`src/rtl/ysyx_22050243_lsu_if.sv`:
```
// Data-bus bundle between the load/store unit (master) and the memory side (slave).
// Single outstanding request: master raises mem_req with stable mem_addr/mem_we/mem_wdata/mem_wmask
// and holds them until the slave pulses mem_ack for one cycle (with mem_rdata on reads).
interface ysyx_22050243_lsu_if #(
  parameter int ADDR_W = 64
) ();
  logic              mem_req;
  logic              mem_we;
  logic [ADDR_W-1:0] mem_addr;
  logic [63:0]       mem_wdata;
  logic [7:0]        mem_wmask;
  logic              mem_ack;
  logic [63:0]       mem_rdata;

  modport master (
    output mem_req, mem_we, mem_addr, mem_wdata, mem_wmask,
    input  mem_ack, mem_rdata
  );

  modport slave (
    input  mem_req, mem_we, mem_addr, mem_wdata, mem_wmask,
    output mem_ack, mem_rdata
  );
endinterface

```
`src/rtl/ysyx_22050243_lsu.sv`:
```
// Load/store unit: one access at a time over a req/ack bus, stalls EX/MEM while busy.
// Optional YSYX_22050243_MISALIGN_TRAP_EN: misaligned h/w/d accesses complete without a bus cycle.
module ysyx_22050243_lsu #(
  parameter int ADDR_W = 64
) (
  input  logic              clk,
  input  logic              rst,
  input  logic              ex_valid,
  input  logic              mem_r,
  input  logic              mem_w,
  input  logic [2:0]        funct3,
  input  logic [ADDR_W-1:0] addr,
  input  logic [63:0]       wdata,
  output logic              lsu_stall,
  output logic              lsu_done,
  output logic [63:0]       lsu_rdata,
  output logic              lsu_misalign,
  output logic [1:0]        dbg_state,
  ysyx_22050243_lsu_if.master bus
);

  typedef enum logic [1:0] {
    S_IDLE = 2'd0,
    S_REQ  = 2'd1,
    S_DONE = 2'd2
  } state_t;

  state_t            state_q, state_d;
  logic              accept;
  logic              start;
  logic [2:0]        off;
  logic [7:0]        size_mask;
  logic              misaligned;
  logic              skip_bus;

  logic [ADDR_W-1:0] addr_q;
  logic [2:0]        off_q;
  logic [2:0]        funct3_q;
  logic              we_q;
  logic [63:0]       wdata_q;
  logic [7:0]        wmask_q;
  logic [63:0]       rdata_q;
  logic              misalign_q;
  logic [63:0]       shifted;
  logic [63:0]       load_ext;

  assign start = ex_valid & (mem_r | mem_w);
  assign off   = addr[2:0];

  always_comb begin
    case (funct3[1:0])
      2'b00:   size_mask = 8'h01;
      2'b01:   size_mask = 8'h03;
      2'b10:   size_mask = 8'h0F;
      default: size_mask = 8'hFF;
    endcase
  end

`ifdef YSYX_22050243_MISALIGN_TRAP_EN
  always_comb begin
    case (funct3)
      3'b001, 3'b101: misaligned = addr[0];
      3'b010, 3'b110: misaligned = |addr[1:0];
      3'b011:         misaligned = |addr[2:0];
      default:        misaligned = 1'b0;
    endcase
  end
`else
  assign misaligned = 1'b0;
`endif

  // Reserved funct3 and trapped misalignment both finish without touching the bus.
  assign skip_bus = (funct3 == 3'b111) | misaligned;

  always_comb begin
    state_d   = state_q;
    lsu_stall = 1'b0;
    lsu_done  = 1'b0;
    accept    = 1'b0;
    case (state_q)
      S_IDLE: begin
        if (start) begin
          lsu_stall = 1'b1;
          accept    = 1'b1;
          state_d   = skip_bus ? S_DONE : S_REQ;
        end
      end
      S_REQ: begin
        lsu_stall = 1'b1;
        if (bus.mem_ack) state_d = S_DONE;
      end
      S_DONE: begin
        lsu_done = 1'b1;
        state_d  = S_IDLE;
      end
      default: state_d = S_IDLE;
    endcase
  end

  // Lanes shifted past byte 7 fall off the top of the 64-bit bus.
  assign shifted = bus.mem_rdata >> {off_q, 3'b000};

  always_comb begin
    case (funct3_q)
      3'b000:  load_ext = {{56{shifted[7]}}, shifted[7:0]};
      3'b001:  load_ext = {{48{shifted[15]}}, shifted[15:0]};
      3'b010:  load_ext = {{32{shifted[31]}}, shifted[31:0]};
      3'b011:  load_ext = shifted;
      3'b100:  load_ext = {56'd0, shifted[7:0]};
      3'b101:  load_ext = {48'd0, shifted[15:0]};
      3'b110:  load_ext = {32'd0, shifted[31:0]};
      default: load_ext = 64'd0;
    endcase
  end

  always_ff @(posedge clk) begin
    if (rst) begin
      state_q    <= S_IDLE;
      addr_q     <= '0;
      off_q      <= '0;
      funct3_q   <= '0;
      we_q       <= 1'b0;
      wdata_q    <= '0;
      wmask_q    <= '0;
      rdata_q    <= '0;
      misalign_q <= 1'b0;
    end else begin
      state_q <= state_d;
      if (accept) begin
        addr_q     <= {addr[ADDR_W-1:3], 3'b000};
        off_q      <= off;
        funct3_q   <= funct3;
        we_q       <= mem_w & ~mem_r;
        wdata_q    <= wdata << {off, 3'b000};
        wmask_q    <= size_mask << off;
        rdata_q    <= '0;
        misalign_q <= misaligned;
      end else if (state_q == S_REQ && bus.mem_ack && !we_q) begin
        rdata_q <= load_ext;
      end
    end
  end

  assign bus.mem_req   = (state_q == S_REQ);
  assign bus.mem_we    = (state_q == S_REQ) & we_q;
  assign bus.mem_addr  = addr_q;
  assign bus.mem_wdata = wdata_q;
  assign bus.mem_wmask = wmask_q;

  assign lsu_rdata    = (state_q == S_DONE) ? rdata_q : 64'd0;
  assign lsu_misalign = (state_q == S_DONE) & misalign_q;
  assign dbg_state    = state_q;

endmodule

```
`src/flat_wrapper.sv`:
```
// flat-port wrapper written by rule: the top's interface ports become plain ports
module ysyx_22050243_lsu_flat 
#(
  parameter int ADDR_W = 64
)
  (clk, rst, ex_valid, mem_r, mem_w, funct3, addr, wdata, lsu_stall, lsu_done, lsu_rdata, lsu_misalign, dbg_state, bus_mem_req, bus_mem_we, bus_mem_addr, bus_mem_wdata, bus_mem_wmask, bus_mem_ack, bus_mem_rdata);
  ysyx_22050243_lsu_if #(.ADDR_W(ADDR_W)) bus_i ();
  input  logic clk;
  input  logic rst;
  input  logic ex_valid;
  input  logic mem_r;
  input  logic mem_w;
  input  logic [2:0] funct3;
  input  logic [ADDR_W-1:0] addr;
  input  logic [63:0] wdata;
  output logic lsu_stall;
  output logic lsu_done;
  output logic [63:0] lsu_rdata;
  output logic lsu_misalign;
  output logic [1:0] dbg_state;
  output wire logic [$bits(bus_i.mem_req)-1:0] bus_mem_req;
  output wire logic [$bits(bus_i.mem_we)-1:0] bus_mem_we;
  output wire logic [$bits(bus_i.mem_addr)-1:0] bus_mem_addr;
  output wire logic [$bits(bus_i.mem_wdata)-1:0] bus_mem_wdata;
  output wire logic [$bits(bus_i.mem_wmask)-1:0] bus_mem_wmask;
  input wire logic [$bits(bus_i.mem_ack)-1:0] bus_mem_ack;
  input wire logic [$bits(bus_i.mem_rdata)-1:0] bus_mem_rdata;
  assign bus_mem_req = bus_i.mem_req;
  assign bus_mem_we = bus_i.mem_we;
  assign bus_mem_addr = bus_i.mem_addr;
  assign bus_mem_wdata = bus_i.mem_wdata;
  assign bus_mem_wmask = bus_i.mem_wmask;
  assign bus_i.mem_ack = bus_mem_ack;
  assign bus_i.mem_rdata = bus_mem_rdata;
  ysyx_22050243_lsu #(.ADDR_W(ADDR_W)) u_core (.clk(clk), .rst(rst), .ex_valid(ex_valid), .mem_r(mem_r), .mem_w(mem_w), .funct3(funct3), .addr(addr), .wdata(wdata), .lsu_stall(lsu_stall), .lsu_done(lsu_done), .lsu_rdata(lsu_rdata), .lsu_misalign(lsu_misalign), .dbg_state(dbg_state), .bus(bus_i));
endmodule
```
`config.mk`:
```
export PLATFORM = sky130hd
export DESIGN_NAME = ysyx_22050243_lsu_flat
export DESIGN_NICKNAME = d
export VERILOG_FILES = /design/src/rtl/ysyx_22050243_lsu_if.sv /design/src/rtl/ysyx_22050243_lsu.sv /design/src/flat_wrapper.sv
export SDC_FILE = /design/constraint.sdc
export NUM_CORES = 1
export LEC_CHECK = 0
export CAP_MARGIN = 40
export CORE_MARGIN = 4
export CORE_UTILIZATION = 49
export CTS_CLUSTER_SIZE = 20
export DETAILED_ROUTE_END_ITERATION = 10
export GPL_ROUTABILITY_DRIVEN = 0
export PLACE_DENSITY = 0.85
export SYNTH_ARGS = -nofsm -noshare
export SYNTH_HDL_FRONTEND = slang
export SYNTH_SLANG_ARGS = --single-unit
```
`constraint.sdc`:
```
create_clock -name clk -period 3.11 [get_ports clk]
set_input_delay 0.4665 -clock clk [delete_from_list [all_inputs] [get_ports clk]]
set_output_delay 0.4665 -clock clk [all_outputs]
set_load 0.05 [all_outputs]
```
==> impl_results.md <==
* DRC violations left at 0
* Top_reg_cell synth: dfxtp_1
* Core Area at ~22000 um2
* Final Cycle Share at ~96%
* Worst-Margin Slew at ~0.87 ns
* Iteration-0 DRC Markers at roughly 1100
* Number of max-slew violations in the final report at 0
* Post-synth EDFFs at 0
* Cell Pwr Density at ~500 nW/um2
* R2R Path End: u_core.rdata_q[10]
* CTS H-tree depth at 1
* Worst Setup EP: lsu_rdata[55]
* Yosys cell types at between 50 and 60
* Clk sinks at between 200 and 250
* Skew-Pair Late Insertion Delay at 0.53 ns
* Depth of the worst hold-timing path at 2
* Final #Nets at 1846
* CTS tree: yes
* Worst EP required at 2.64 ns
* Critical Path Source: u_core.dbg_state[1]
* Crit-path cells: nor2b_4 > and2_1 > clkdlybuf4s50_1
* Slowest-stage cell, CP: clkdlybuf4s50_1
* Final setup violation count at 0
* First-pass iteration count of the detailed router at 6
* Minimum clock period at 2.99 ns
* Worst Path Arrival at between 2 and 3 ns
* Layout fillers at roughly 1600
* Seq cells post-synth at 206
* Via count at between 10000 and 15000
* Share of cells above drive strength 1 at about 16%
* Largest stage delay, worst path at about 0.8 ns
* First-pass GRT wire length at between 60000 and 70000 um
* Die width at 158 um
* PortBufs at between 400 and 500
* Die area at 24900 um2
* Synth async-reset ratio at 0%
* Mapped Area at around 11000 um2
* Area occupied by multi-input gates at 6310 um2
* Antenna violations before repair at 1
* VDD IR max at between 400 and 500 uV
* Crit path kind: reg2out
* RSZ-0062 raised after global routing: false
* Die Span Y at around 160 um
* Wirelength per Cell at around 22 um
* Max-cap viol count at 0
* GRT Residual Overflow at 0
* Clk slew on worst S/H paths at roughly 0.070 ns
* Overall Power at about 7.9 mW
* Core Util, Final at ~73%
* Avg Inst Size Synth at approximately 8.5 um2
* Drt via density at 6.08
* ANT nets after route at 0
* Register Area at slightly above 4000 um2
* Vias in the first global route at 11200
* Gr usage total at around a third
* Final count of hold timing violations at 0
* CP Capture Type: output port
* R2r startpoint: u_core.off_q[2]
* Top Ports at ~410
* Clock root buffer: clkbuf_16
* Final Skew at ~0.016 ns
* CP Max Fanout at 20
* R2R depth at 5
* Path length in cells of the critical path at 3
* Maximum clock insertion buffer count at 3
* Initial Utilization at between 50% and 60%
* Status: finished, final reports clean
* Hpwl dp at around 32000 um
* Area grow syn2layout at 44.7%
* Crit path max-delay family: buffers and inverters
* Register area share after synthesis at a little under two fifths
* Worst hold slack at between 0.3 and 0.4 ns
* CTS Buf Count at 24
* R2R Setup Slk at 0.74 ns
* Leakage power at around 6 nW
* Routed WL at 43600 um
* Tightest Hold Check Type: in2reg
* Ys Warns at 0
* Crit start category: flip-flop
* Setup TNS at 0 ns
* Fmax at approximately 330 MHz
* Synth Instances at about 1300
* FP Rows at 54
* Largest net degree at the start of global routing at 87
* Relative slew slack at a little over two fifths
* WP buf/inv at 1
-- final cells by class --
cell class	instances	area share, %
sequential	206	25.9
tap	280	2.20
timing repair buffer	443	26.6
multi-input combinational	957	39.6
clock buffer	31	4.19
clock inverter	12	1.13
inverter	13	0.306
antenna	1	0.0157
-- per-layer routing --
layer | vias to the layer above | track usage [%] | part of all wire (%)
met3 | 173 | 8.69 | 11
met5 | - | 0 | 0
met1 | 5532 | 40.3 | 37
met4 | 0 | 17.9 | 6.4
met2 | 788 | 53.4 | 46
li1 | 5315 | - | -
-- cell usage after synthesis (4+ instances only) --
library cell	n	area, um2
nor3_1	14	70.1
a311oi_1	8	70.1
mux4_2	14	315
inv_1	12	45.0
nor2b_1	15	93.8
o21ai_1	5	25.0
a21oi_2	40	350
buf_4	11	82.6
dfxtp_1	206	4120
a222oi_1	4	40.0
o31ai_1	8	60.1
and2_1	66	413
a22oi_1	21	158
o22ai_1	23	144
clkbuf_1	60	225
or3_1	10	62.6
o21ai_0	68	340
mux2i_1	61	611
nand2_1	230	863
buf_2	37	185
a2bb2oi_1	7	61.3
o211ai_1	24	180
nor3_2	5	50.1
a211oi_1	24	180
buf_6	4	45.0
a22o_1	42	368
mux2_2	61	687
nand2b_1	4	25.0
buf_1	7	26.3
nor2_1	63	236
a21oi_1	103	515
-- how the worst min path moves through the flow --
| stage | start | endpoint |
|---|---|---|
| after global placement | u_core.bus.mem_wmask[5] | u_core.bus.mem_wmask[5] |
| final | rst | u_core.bus.mem_wdata[58] |
| after floorplan | u_core.rdata_q[15] | u_core.rdata_q[15] |
| after global routing | rst | u_core.bus.mem_addr[10] |
| after detailed placement | u_core.bus.mem_addr[12] | u_core.bus.mem_addr[12] |
| after CTS | rst | u_core.bus.mem_addr[10] |
-- registers in the layout, indices dropped and copies added, names as in the netlist --
name                  flops
u_core.bus.mem_addr      61
u_core.bus.mem_wdata     64
u_core.bus.mem_wmask      8
u_core.dbg_state          2
u_core.funct3_q           3
u_core.off_q              3
u_core.rdata_q           64
u_core.we_q               1
-- kinds of logic (layout without fill, tap and decap cells) --
| kind of cell | after synthesis | after routing | synth area share, % |
|---|---|---|---|
| AND/OR/NAND/NOR | 420 | 420 | 17.7 |
| AO/OA/AOI/OAI | 394 | 394 | 24.2 |
| flip-flops | 206 | 206 | 37.5 |
| multiplexers | 139 | 139 | 15.1 |
| buffers and inverters | 132 | 499 | 5.57 |
| other | 1 | 5 | 0.0341 |
-- where the power goes --
part	internal [mW]	leakage (nW)	total [mW]	switching (mW)
Clock	1.85	0.412	3.03	1.18
Sequential	2.78	1.68	2.87	0.0887
Combinational	0.776	3.83	1.98	1.20
Total	5.40	5.93	7.87	2.47
-- cells in the final DEF, fill, tap and decap left out, types with 5 or more instances in the layout --
cell type	instances
clkdlybuf4s50_1	354
nand2_1	230
dfxtp_1	204
a21oi_1	102
buf_4	84
o21ai_0	68
and2_1	66
nor2_1	62
mux2_2	61
mux2i_1	61
a22o_1	42
a21oi_2	41
o211ai_1	24
a211oi_1	24
clkbuf_16	24
o22ai_1	23
a22oi_1	21
nor2b_1	14
mux4_2	14
nor3_1	13
inv_1	12
or3_1	9
a311oi_1	8
o31ai_1	7
a2bb2oi_1	7
nor3_2	6
o21ai_1	5
-- through the flow --
step	instances	setup WS, ns	instance area [um2]
6_report	1943	0.116	15900
3_3_place_gp	1899	0.471	15100
3_5_place_dp	1899	0.345	15100
5_1_grt	1943	0.0321	15900
4_1_cts	1942	0.116	15900
2_1_floorplan	1295	0.325	11000
-- timing repair --
item	CTS	global route
gates resized for setup	1	0
setup buffers	0	0
hold buffers	0	0
endpoints found under the setup margin	18	0
(Power assumes the default switching activity.)
